### src/rtl/wishbone_pkg.sv
// Shared state encoding and bus constants for the byte-stream Wishbone controller.
package wishbone_pkg;

  typedef enum logic [2:0] {
    CMD,
    ADR_HI,
    ADR_LO,
    DAT,
    BUS,
    RESP
  } wb_state_e;

  localparam logic [7:0]  WB_STATUS_OK      = 8'h00;
  localparam logic [7:0]  WB_STATUS_TIMEOUT = 8'hFF;
  localparam int unsigned WB_ADR_W          = 16;
  localparam int unsigned WB_DAT_W          = 32;

endpackage

### src/rtl/wishbone_byte_serializer.sv
// Sends the first i_count bytes of {status, data}, MSB first, over a valid/ready byte stream.
module wishbone_byte_serializer
  import wishbone_pkg::*;
(
  input  logic                  i_clk,
  input  logic                  i_rst,
  input  logic                  i_start,
  input  logic [8+WB_DAT_W-1:0] i_load,
  input  logic [2:0]            i_count,
  input  logic                  i_tx_ready,
  output logic                  o_tx_valid,
  output logic [7:0]            o_tx_data,
  output logic                  o_done
);

  logic [8+WB_DAT_W-1:0] r_shift;
  logic [2:0]            r_left;
  logic                  r_valid;
  logic                  w_fire;

  assign w_fire     = r_valid && i_tx_ready;
  assign o_done     = w_fire && (r_left == 3'd1);
  assign o_tx_valid = r_valid;
  assign o_tx_data  = r_shift[8+WB_DAT_W-1 -: 8];

  always_ff @(posedge i_clk) begin
    if (i_rst) begin
      r_shift <= '0;
      r_left  <= '0;
      r_valid <= 1'b0;
    end else if (i_start) begin
      r_shift <= i_load;
      r_left  <= i_count;
      r_valid <= 1'b1;
    end else if (w_fire) begin
      r_shift <= {r_shift[WB_DAT_W-1:0], 8'h00};
      r_left  <= r_left - 3'd1;
      if (r_left == 3'd1) r_valid <= 1'b0;
    end
  end

endmodule

### src/rtl/wishbone_byte_controller.sv
// Byte-stream command decoder driving single-beat Wishbone cycles, with ack timeout and status reply.
module wishbone_byte_controller
  import wishbone_pkg::*;
#(
  parameter int unsigned TIMEOUT_CYCLES = 255
) (
  input  logic                wb_clk,
  input  logic                wb_rst,
  input  logic                rx_valid,
  output logic                rx_ready,
  input  logic [7:0]          rx_data,
  output logic                tx_valid,
  input  logic                tx_ready,
  output logic [7:0]          tx_data,
  output logic                wb_cyc,
  output logic                wb_stb,
  output logic                wb_we,
  output logic [WB_ADR_W-1:0] wb_adr,
  output logic [3:0]          wb_sel,
  output logic [WB_DAT_W-1:0] wb_dat_c,
  input  logic [WB_DAT_W-1:0] wb_dat_p,
  input  logic                wb_ack
);

  localparam int unsigned       CW      = $clog2(TIMEOUT_CYCLES + 1);
  localparam logic [CW-1:0]     TO_LAST = CW'(TIMEOUT_CYCLES - 1);

  wb_state_e             r_state;
  logic                  r_rx_ready;
  logic                  r_cyc;
  logic                  r_we;
  logic [3:0]            r_sel;
  logic [WB_ADR_W-1:0]   r_adr;
  logic [WB_DAT_W-1:0]   r_dat_c;
  logic [1:0]            r_byte_cnt;
  logic [CW-1:0]         r_wait;

  logic                  w_rx_fire;
  logic                  w_timeout;
  logic                  w_bus_end;
  logic                  w_tx_done;
  logic [8+WB_DAT_W-1:0] w_load;
  logic [2:0]            w_count;

  assign w_rx_fire = r_rx_ready && rx_valid;
  assign w_timeout = (r_wait == TO_LAST);
  // Ack takes priority over a simultaneous timeout.
  assign w_bus_end = (r_state == BUS) && (wb_ack || w_timeout);
  assign w_load    = {(wb_ack ? WB_STATUS_OK : WB_STATUS_TIMEOUT), wb_dat_p};
  assign w_count   = (wb_ack && !r_we) ? 3'd5 : 3'd1;

  assign rx_ready = r_rx_ready;
  assign wb_cyc   = r_cyc;
  assign wb_stb   = r_cyc;
  assign wb_we    = r_we;
  assign wb_adr   = r_adr;
  assign wb_sel   = r_sel;
  assign wb_dat_c = r_dat_c;

  always_ff @(posedge wb_clk) begin
    if (wb_rst) begin
      r_state    <= CMD;
      r_rx_ready <= 1'b0;
      r_cyc      <= 1'b0;
      r_we       <= 1'b0;
      r_sel      <= '0;
      r_adr      <= '0;
      r_dat_c    <= '0;
      r_byte_cnt <= '0;
      r_wait     <= '0;
    end else begin
      case (r_state)
        CMD: begin
          r_rx_ready <= 1'b1;
          // Bytes with reserved bits set are swallowed so the stream can resync.
          if (w_rx_fire && (rx_data[6:4] == 3'b000)) begin
            r_we    <= rx_data[7];
            r_sel   <= rx_data[3:0];
            r_dat_c <= '0;
            r_state <= ADR_HI;
          end
        end
        ADR_HI: if (w_rx_fire) begin
          r_adr[15:8] <= rx_data;
          r_state     <= ADR_LO;
        end
        ADR_LO: if (w_rx_fire) begin
          r_adr[7:0] <= rx_data;
          r_byte_cnt <= '0;
          if (r_we) begin
            r_state <= DAT;
          end else begin
            r_cyc      <= 1'b1;
            r_rx_ready <= 1'b0;
            r_wait     <= '0;
            r_state    <= BUS;
          end
        end
        DAT: if (w_rx_fire) begin
          r_dat_c    <= {r_dat_c[WB_DAT_W-9:0], rx_data};
          r_byte_cnt <= r_byte_cnt + 2'd1;
          if (r_byte_cnt == 2'd3) begin
            r_cyc      <= 1'b1;
            r_rx_ready <= 1'b0;
            r_wait     <= '0;
            r_state    <= BUS;
          end
        end
        BUS: begin
          if (w_bus_end) begin
            r_cyc   <= 1'b0;
            r_state <= RESP;
          end else if (!w_timeout) begin
            r_wait <= r_wait + 1'b1;
          end
        end
        RESP: if (w_tx_done) begin
          r_rx_ready <= 1'b1;
          r_state    <= CMD;
        end
        default: r_state <= CMD;
      endcase
    end
  end

  wishbone_byte_serializer u_ser (
    .i_clk      (wb_clk),
    .i_rst      (wb_rst),
    .i_start    (w_bus_end),
    .i_load     (w_load),
    .i_count    (w_count),
    .i_tx_ready (tx_ready),
    .o_tx_valid (tx_valid),
    .o_tx_data  (tx_data),
    .o_done     (w_tx_done)
  );

endmodule
### config.mk
export PLATFORM = sky130hd
export DESIGN_NAME = wishbone_byte_controller
export DESIGN_NICKNAME = d
export VERILOG_FILES = /design/src/rtl/wishbone_pkg.sv /design/src/rtl/wishbone_byte_serializer.sv /design/src/rtl/wishbone_byte_controller.sv
export SDC_FILE = /design/constraint.sdc
export NUM_CORES = 1
export LEC_CHECK = 0
export CAP_MARGIN = 20
export CORE_ASPECT_RATIO = 0.9
export CORE_MARGIN = 2
export CORE_UTILIZATION = 46
export DETAILED_ROUTE_END_ITERATION = 6
export GPL_ROUTABILITY_DRIVEN = 0
export GPL_TIMING_DRIVEN = 0
export PLACE_DENSITY = 0.81
export RECOVER_POWER = 100
export SYNTH_ARGS = -nofsm -noshare
export SYNTH_HDL_FRONTEND = slang
export SYNTH_HIERARCHICAL = 1
export SYNTH_SLANG_ARGS = --single-unit
### constraint.sdc
create_clock -name wb_clk -period 1.9 [get_ports wb_clk]
set_input_delay 0.38 -clock wb_clk [delete_from_list [all_inputs] [get_ports wb_clk]]
set_output_delay 0.38 -clock wb_clk [all_outputs]
set_load 0.005 [all_outputs]
==> results.md <==
* Ys async rst share at 0
* Worst r2r dst: r_wait[6]$_SDFFE_PP0P_
* CTS tree: done
* Synth top area share at 0.449
* Worst R2R Path Depth at 5
* Netlist cell types at 54
* Layout cells sized above 1 at 0.133
* Synth Area in Simple Gates at 0.279
* Adder-cell area share of the yosys netlist at 0.0125
* Xor/xnor share of the synthesized area at 0.00351
* Initial antenna violation count at 0
* Die width at 114 um
* Drt first-iter violations at between 200 and 250
* Sink Count at ~110
* Root buffer cell: clkbuf_16
* Clk buf depth at 2
* Mean Syn Cell Area at 8.70 um^2
* Starting density of the core at 0.466
* Final worst slack at ~46 ps
* Clock slew at reported path FFs at about 80 ps
* PwrDens at 667 mW/mm^2
* Largest family of logic cells by synthesized area: simple AND/OR/NAND/NOR gates
* H-tree depth at 3
* Min Hold Slack at ~390 ps
* WL final at around 14000 um
* Routed vias at 4721
* Pre-CTS setup slack at -515 ps
* Largest net degree at the start of global routing at 20
* Inst Count DP at 815
* Post-layout min period at 1850 ps
* GRT Util Overall at 0.236
* Max Cap Viol at 0
* Area Growth Syn to Fin at 33.3%
* Top cells by count, synth: dfxtp_1 (112), nand2_1 (45), a21oi_1 (42), nor2_1 (40), nor3_1 (36)
* Yosys reg bits at 112
* Status: complete, no violations
* Vias in the first global route at roughly 4500
* Crit path kind: in2reg
* WP data required at 2120 ps
* Worst reg2reg setup slack at 80 ps
* First-pass DRT Iterations at 4
* R2R Path Start: r_state[0]$_SDFFE_PP0P_
* PortBufs at 108
* Synth area leader: dfxtp_1
* Number of synthesized flops with an enable pin at 0
* WHS Path Cells at 3
* RSZ-0062 raised after global routing: true
* FILL cells at 902
* Mux contribution to synthesized area at 0.0381
* Slew Limit Fails at 0
* Remaining DRCs at 0
* Layout Cells excl Fill at about 830
* Synthesis Warnings at 6
* Sequential area share after synthesis at 0.449
* CP Capture Type: flop
* Maximum vdd drop at just over 0.4 mV
* Hold_sp: rx_data[5]
* Core outline area at 0.0107 mm^2
* Max transition margin at 0.571
* Post-DP HPWL at 9920 um
* Num ports at 110
* CTS Buf Count at 9
* Count leader, synth: dfxtp_1
* Worst Skew at 7.14 ps
* Post-route ant nets at 0
* Num rows at 36
* Wire length per cell at approximately 17 um
* Nets at 745
* Die area at 0.0117 mm^2
* Critical Path Fanout Max at 10
* Vias per inst at 5.67
* Hold Fails Final Rpt at 0
* Period utilization at 0.976
* # setup viols final at 0
* Dominant cells by area after synthesis: dfxtp_1 (45%), a211oi_1 (4.8%), and3_1 (4.3%), a21oi_1 (4.2%), nor2b_1 (4.1%)
* Skew-Pair Late Insertion Delay at 350 ps
* Synth Area in Compound Gates at 0.144
* Crit path launch type: input pin
* Syn Nets at 624
* Global route overflow at 0
* Crit path arrival time at 2070 ps
* First-pass GRT wire length at 22100 um
* Hold path endpoint: wb_dat_c[5]$_SDFFE_PP0P_
* Antenna Cells at 0
* Ys flop type: dfxtp_1
* Tightest Pin Transition at between 600 and 700 ps
* Leak at 2.44 nW
* Hold Path Class: in2reg
* Util after Layout at 0.621
* Die Span Y at about 100 um
* Post-Synthesis Cells at 574
* F_max at 539 MHz
* Post-synthesis cell area at 0.00499 mm^2
-- final cells by class --
| type | count | area (um^2) | area share |
|---|---|---|---|
| multi-input combinational | 395 | 2460 | 0.370 |
| sequential | 112 | 2250 | 0.338 |
| timing repair buffer | 110 | 1100 | 0.165 |
| buffer | 57 | 357 | 0.0536 |
| clock buffer | 11 | 243 | 0.0365 |
| tap | 133 | 166 | 0.0250 |
| clock inverter | 5 | 46.3 | 0.00695 |
| inverter | 10 | 37.5 | 0.00564 |
-- through the flow --
stage	area [um^2]	power [mW]	TNS, ps
global route	6660	4.58	-22.3
floorplan	4990	2.50	0
CTS	6560	4.46	-3.15
detailed placement	6240	2.64	-35980
finish	6660	4.44	0
global placement	6240	2.64	-33580
-- what timing repair did --
| action | 4_1_cts | 5_1_grt |
|---|---|---|
| buffers inserted | 0 | 2 |
| endpoints found under the setup margin | 85 | 96 |
| hold buffers | 0 | 0 |
| resized for setup | 14 | 32 |
| pin swaps | 1 | 3 |
-- worst max path at each step --
| stage | from | end |
|---|---|---|
| after floorplan | r_wait[0]$_SDFFE_PP0P_ | u_ser/r_shift[17]$_SDFFE_PP0P_ |
| final | rx_data[4] | wb_dat_c[17]$_SDFFE_PP0P_ |
| after global routing | wb_ack | r_wait[0]$_SDFFE_PP0P_ |
| after CTS | r_state[1]$_SDFFE_PP0P_ | u_ser/r_shift[6]$_SDFFE_PP0P_ |
| after detailed placement | wb_rst | wb_dat_c[28]$_SDFFE_PP0P_ |
| after global placement | wb_rst | wb_dat_c[26]$_SDFFE_PP0P_ |
-- critical path: stages --
cell and delay [ps]:
clkdlybuf4s50_1 500, or3_4 390, or4_4 470, buf_6 170, nand3_1 90, a21oi_1 70
-- layout by cell type, fill, tap and decap left out, drive strengths merged, types with 5 or more instances in the layout --
cell type,count
a21oi,43
o21ai,7
ha,5
buf,37
and3,34
clkbuf,33
a211oi,32
clkdlybuf4s50,106
nor3,36
nand3b,11
a22oi,15
nor2,41
nor2b,33
mux2i,19
nand2,46
dfxtp,112
inv,13
nand3,30
-- sequential cells by signal, indices dropped and copies added (netlist names) --
signal            flops
r_state               3
u_ser/r_left          3
wb_adr               16
wb_we                 1
wb_sel                4
rx_ready              1
r_wait                8
u_ser/r_shift        40
u_ser/o_tx_valid      1
r_byte_cnt            2
wb_cyc                1
wb_dat_c             32
-- kinds of logic after synthesis --
logic type / after synthesis
compound gates: 110
xor+xnor: 2
fa+ha+maj: 5
buf+inv: 67
flops: 112
mux: 19
other cells: 2
simple gates: 257
-- power by group --
part           switching, mW  internal [mW]
clock network          0.895          0.951
registers            0.00738           2.35
logic                  0.120          0.121
-- metal layers --
metal / track usage / up-vias / part of all wire
met1: 0.297 / 2274 / 0.44
met4: 0.0685 / 0 / 0.014
met2: 0.399 / 169 / 0.47
li1: - / 2261 / -
met3: 0.0682 / 17 / 0.079
met5: 0 / - / 0
No activity file was read; power rests on OpenSTA's default activity.
==> edit, RTL diff (same settings) <==
Set the parameter `TIMEOUT_CYCLES` to 510 (it was 255).
--- a/src/rtl/wishbone_byte_controller.sv
+++ b/src/rtl/wishbone_byte_controller.sv
@@ -4,3 +4,3 @@
 #(
-  parameter int unsigned TIMEOUT_CYCLES = 255
+  parameter int unsigned TIMEOUT_CYCLES = 510
 ) (
Check against the original RTL: no difference found for any inputs over 10 cycles, from zero or initial values and one cycle with wb_rst high; that may be too few to reach the edited logic, so the function may still have changed.
==> edit against the unedited design <==
Setup slack better by 14 ps. Synthesized area grew 4.2%. Non-clock buffer count grew 3. Final cell count is 7.4% higher. Via count is 4.3% higher. Sequential cell count up 1. Routed wire length up 4.7%. Core utilization is 3.4 points higher. First-iteration DRC count grew 100%. Fmax rose by 0.74%. Largest cell class unchanged. Final area up 7.6%. Power grew 29%.
==> edit: results (changes against the unedited design) <==
The detailed router's first-iteration violation count is 441 (+100%), and the area of placed instances is 0.00648 mm2 (+3.8%). The largest incremental delay on the critical path came out at 390 ps (-110 ps). The tools report the post-route core utilization as 65.5% (+3.4 points). The logs give 62.8% (+5.7 points) for the headroom to the max-slew limit and 17 (+8) for the number of buffers created by CTS. The flow ran to the end, and the final reports show no timing, DRC or antenna violations.

The share of final-layout standard cells stronger than drive strength 1 was 13.2% (-0.096 points). The number of antenna violations at the first check in global routing was 0 (unchanged). Reported leakage power: 2.80 nW (+14%). The tools report the post-placement worst setup slack as -305 ps (+209 ps).

The tools report the total iterations of the first detailed-routing run as 5 (+1). The via count of the first global-routing pass is 4583 (+1.0%). For the net count of the mapped netlist, the log shows 650 (+4.2%). By count the netlist is led by dfxtp_1 (113), a21oi_1 (50), nand2_1 (50). The depth of the worst hold-timing path is 2 (-1). Among all stages on the critical path, the largest delay is contributed by dfxtp_1.

The total number of vias was 4923 (+4.3%). The clock-pin slew on the worst setup and hold paths came out at 50 ps (-30 ps). By area the synthesized netlist is led by dfxtp_1 (43%), a211oi_1 (4.9%), a21oi_1 (4.8%).

For the global routing met2 resource utilization, the log shows 37.8% (-2.1 points). The number of levels the H-tree was split into was 4 (+1); the total track usage was 23.9% (+0.27 points). The later-pin clock latency in the skew report is 410 ps (+60 ps).

The detailed placer's ending HPWL is 10200 um (+2.8%), and the arrival time reported for the critical path endpoint is 2140 ps (+70 ps). The unique cell type count in the Yosys netlist is 61 (+13%). For the met1 routing resource usage after global routing, the log shows 32.1% (+2.4 points). The peak ir drop on the vdd network was 0.000580 V (+42%). The number of fill cells is 858 (-4.9%), and the largest net degree at the start of global routing is 17 (-15%). First-pass GRT wire length: 22900 um (+3.5%).

The overall routed net length is 14400 um (+4.7%). The fraction of met3 tracks used by global routing was 5.10% (-1.7 points); the final net count was 781 (+4.8%). The sequential-to-total area share from yosys stat is 43.5% (-1.4 points). The number of flip-flops in the largest register is 40 (unchanged). The tools report the post-route clock skew as 15.4 ps (+8.28 ps).
==> edit: final timing paths <==
kind | slack (ps) | startpoint | to
worst max register to register | 60 | u_ser/o_tx_valid | rx_ready
worst min-delay path | 460 | r_byte_cnt[1] | r_byte_cnt[1]
worst min register to register | 460 | r_byte_cnt[1] | r_byte_cnt[1]
worst max-delay path | 60 | u_ser/o_tx_valid | rx_ready
==> edit: layout make-up <==
| cell class | instances | share of cell area, % |
|---|---|---|
| clock inverter | 5 | 1.05 |
| buffer | 58 | 5.12 |
| multi-input combinational | 413 | 36.2 |
| clock buffer | 26 | 7.11 |
| sequential | 113 | 31.6 |
| timing repair buffer | 112 | 15.5 |
| tap | 152 | 2.65 |
| inverter | 16 | 0.838 |
==> edit: stage by stage <==
step	TNS [ps]	cells	power [mW]
after detailed placement	-23610	860	2.69
after floorplan	0	600	2.54
after global routing	-25.6	895	5.92
after global placement	-20780	860	2.68
final	0	895	5.75
after CTS	0	894	5.79
==> edit: power breakdown <==
| group | leakage, nW | internal (mW) | switching, mW |
|---|---|---|---|
| Clock | 0.290 | 2.09 | 1.02 |
| Sequential | 0.911 | 2.38 | 0.00760 |
| Combinational | 1.59 | 0.124 | 0.132 |
==> edit: repair_timing <==
action                     4_1_cts  5_1_grt
resized for setup               10       21
pin swaps                        2        3
buffers inserted                 3        1
hold buffers                     0        0
setup endpoints to repair       46       50
==> edit: cell families after synthesis <==
group	share of synthesized area (%)
flip-flops	43.5
adder cells (fa/ha/maj)	1.20
multiplexers	4.42
buffers and inverters	7.60
AO/OA/AOI/OAI	17.5
XOR/XNOR	0.505
AND/OR/NAND/NOR	25.2
other	0.144
==> edit: worst min-delay path, delay by kind of cell (launching register included) <==
family / cells / cell delay [ps]
AOI/OAI and AO/OA: 1 / 50
DFF: 1 / 310
and+or+nand+nor: 1 / 60
==> edit: routing by layer <==
| metal | share of wire (%) | vias to the layer above | wire length, um |
|---|---|---|---|
| li1 | - | 2372 | - |
| met1 | 44 | 2344 | 6390 |
| met2 | 49 | 185 | 7000 |
| met3 | 5.5 | 22 | 795 |
| met4 | 1.6 | 0 | 230 |
| met5 | 0 | - | 0 |
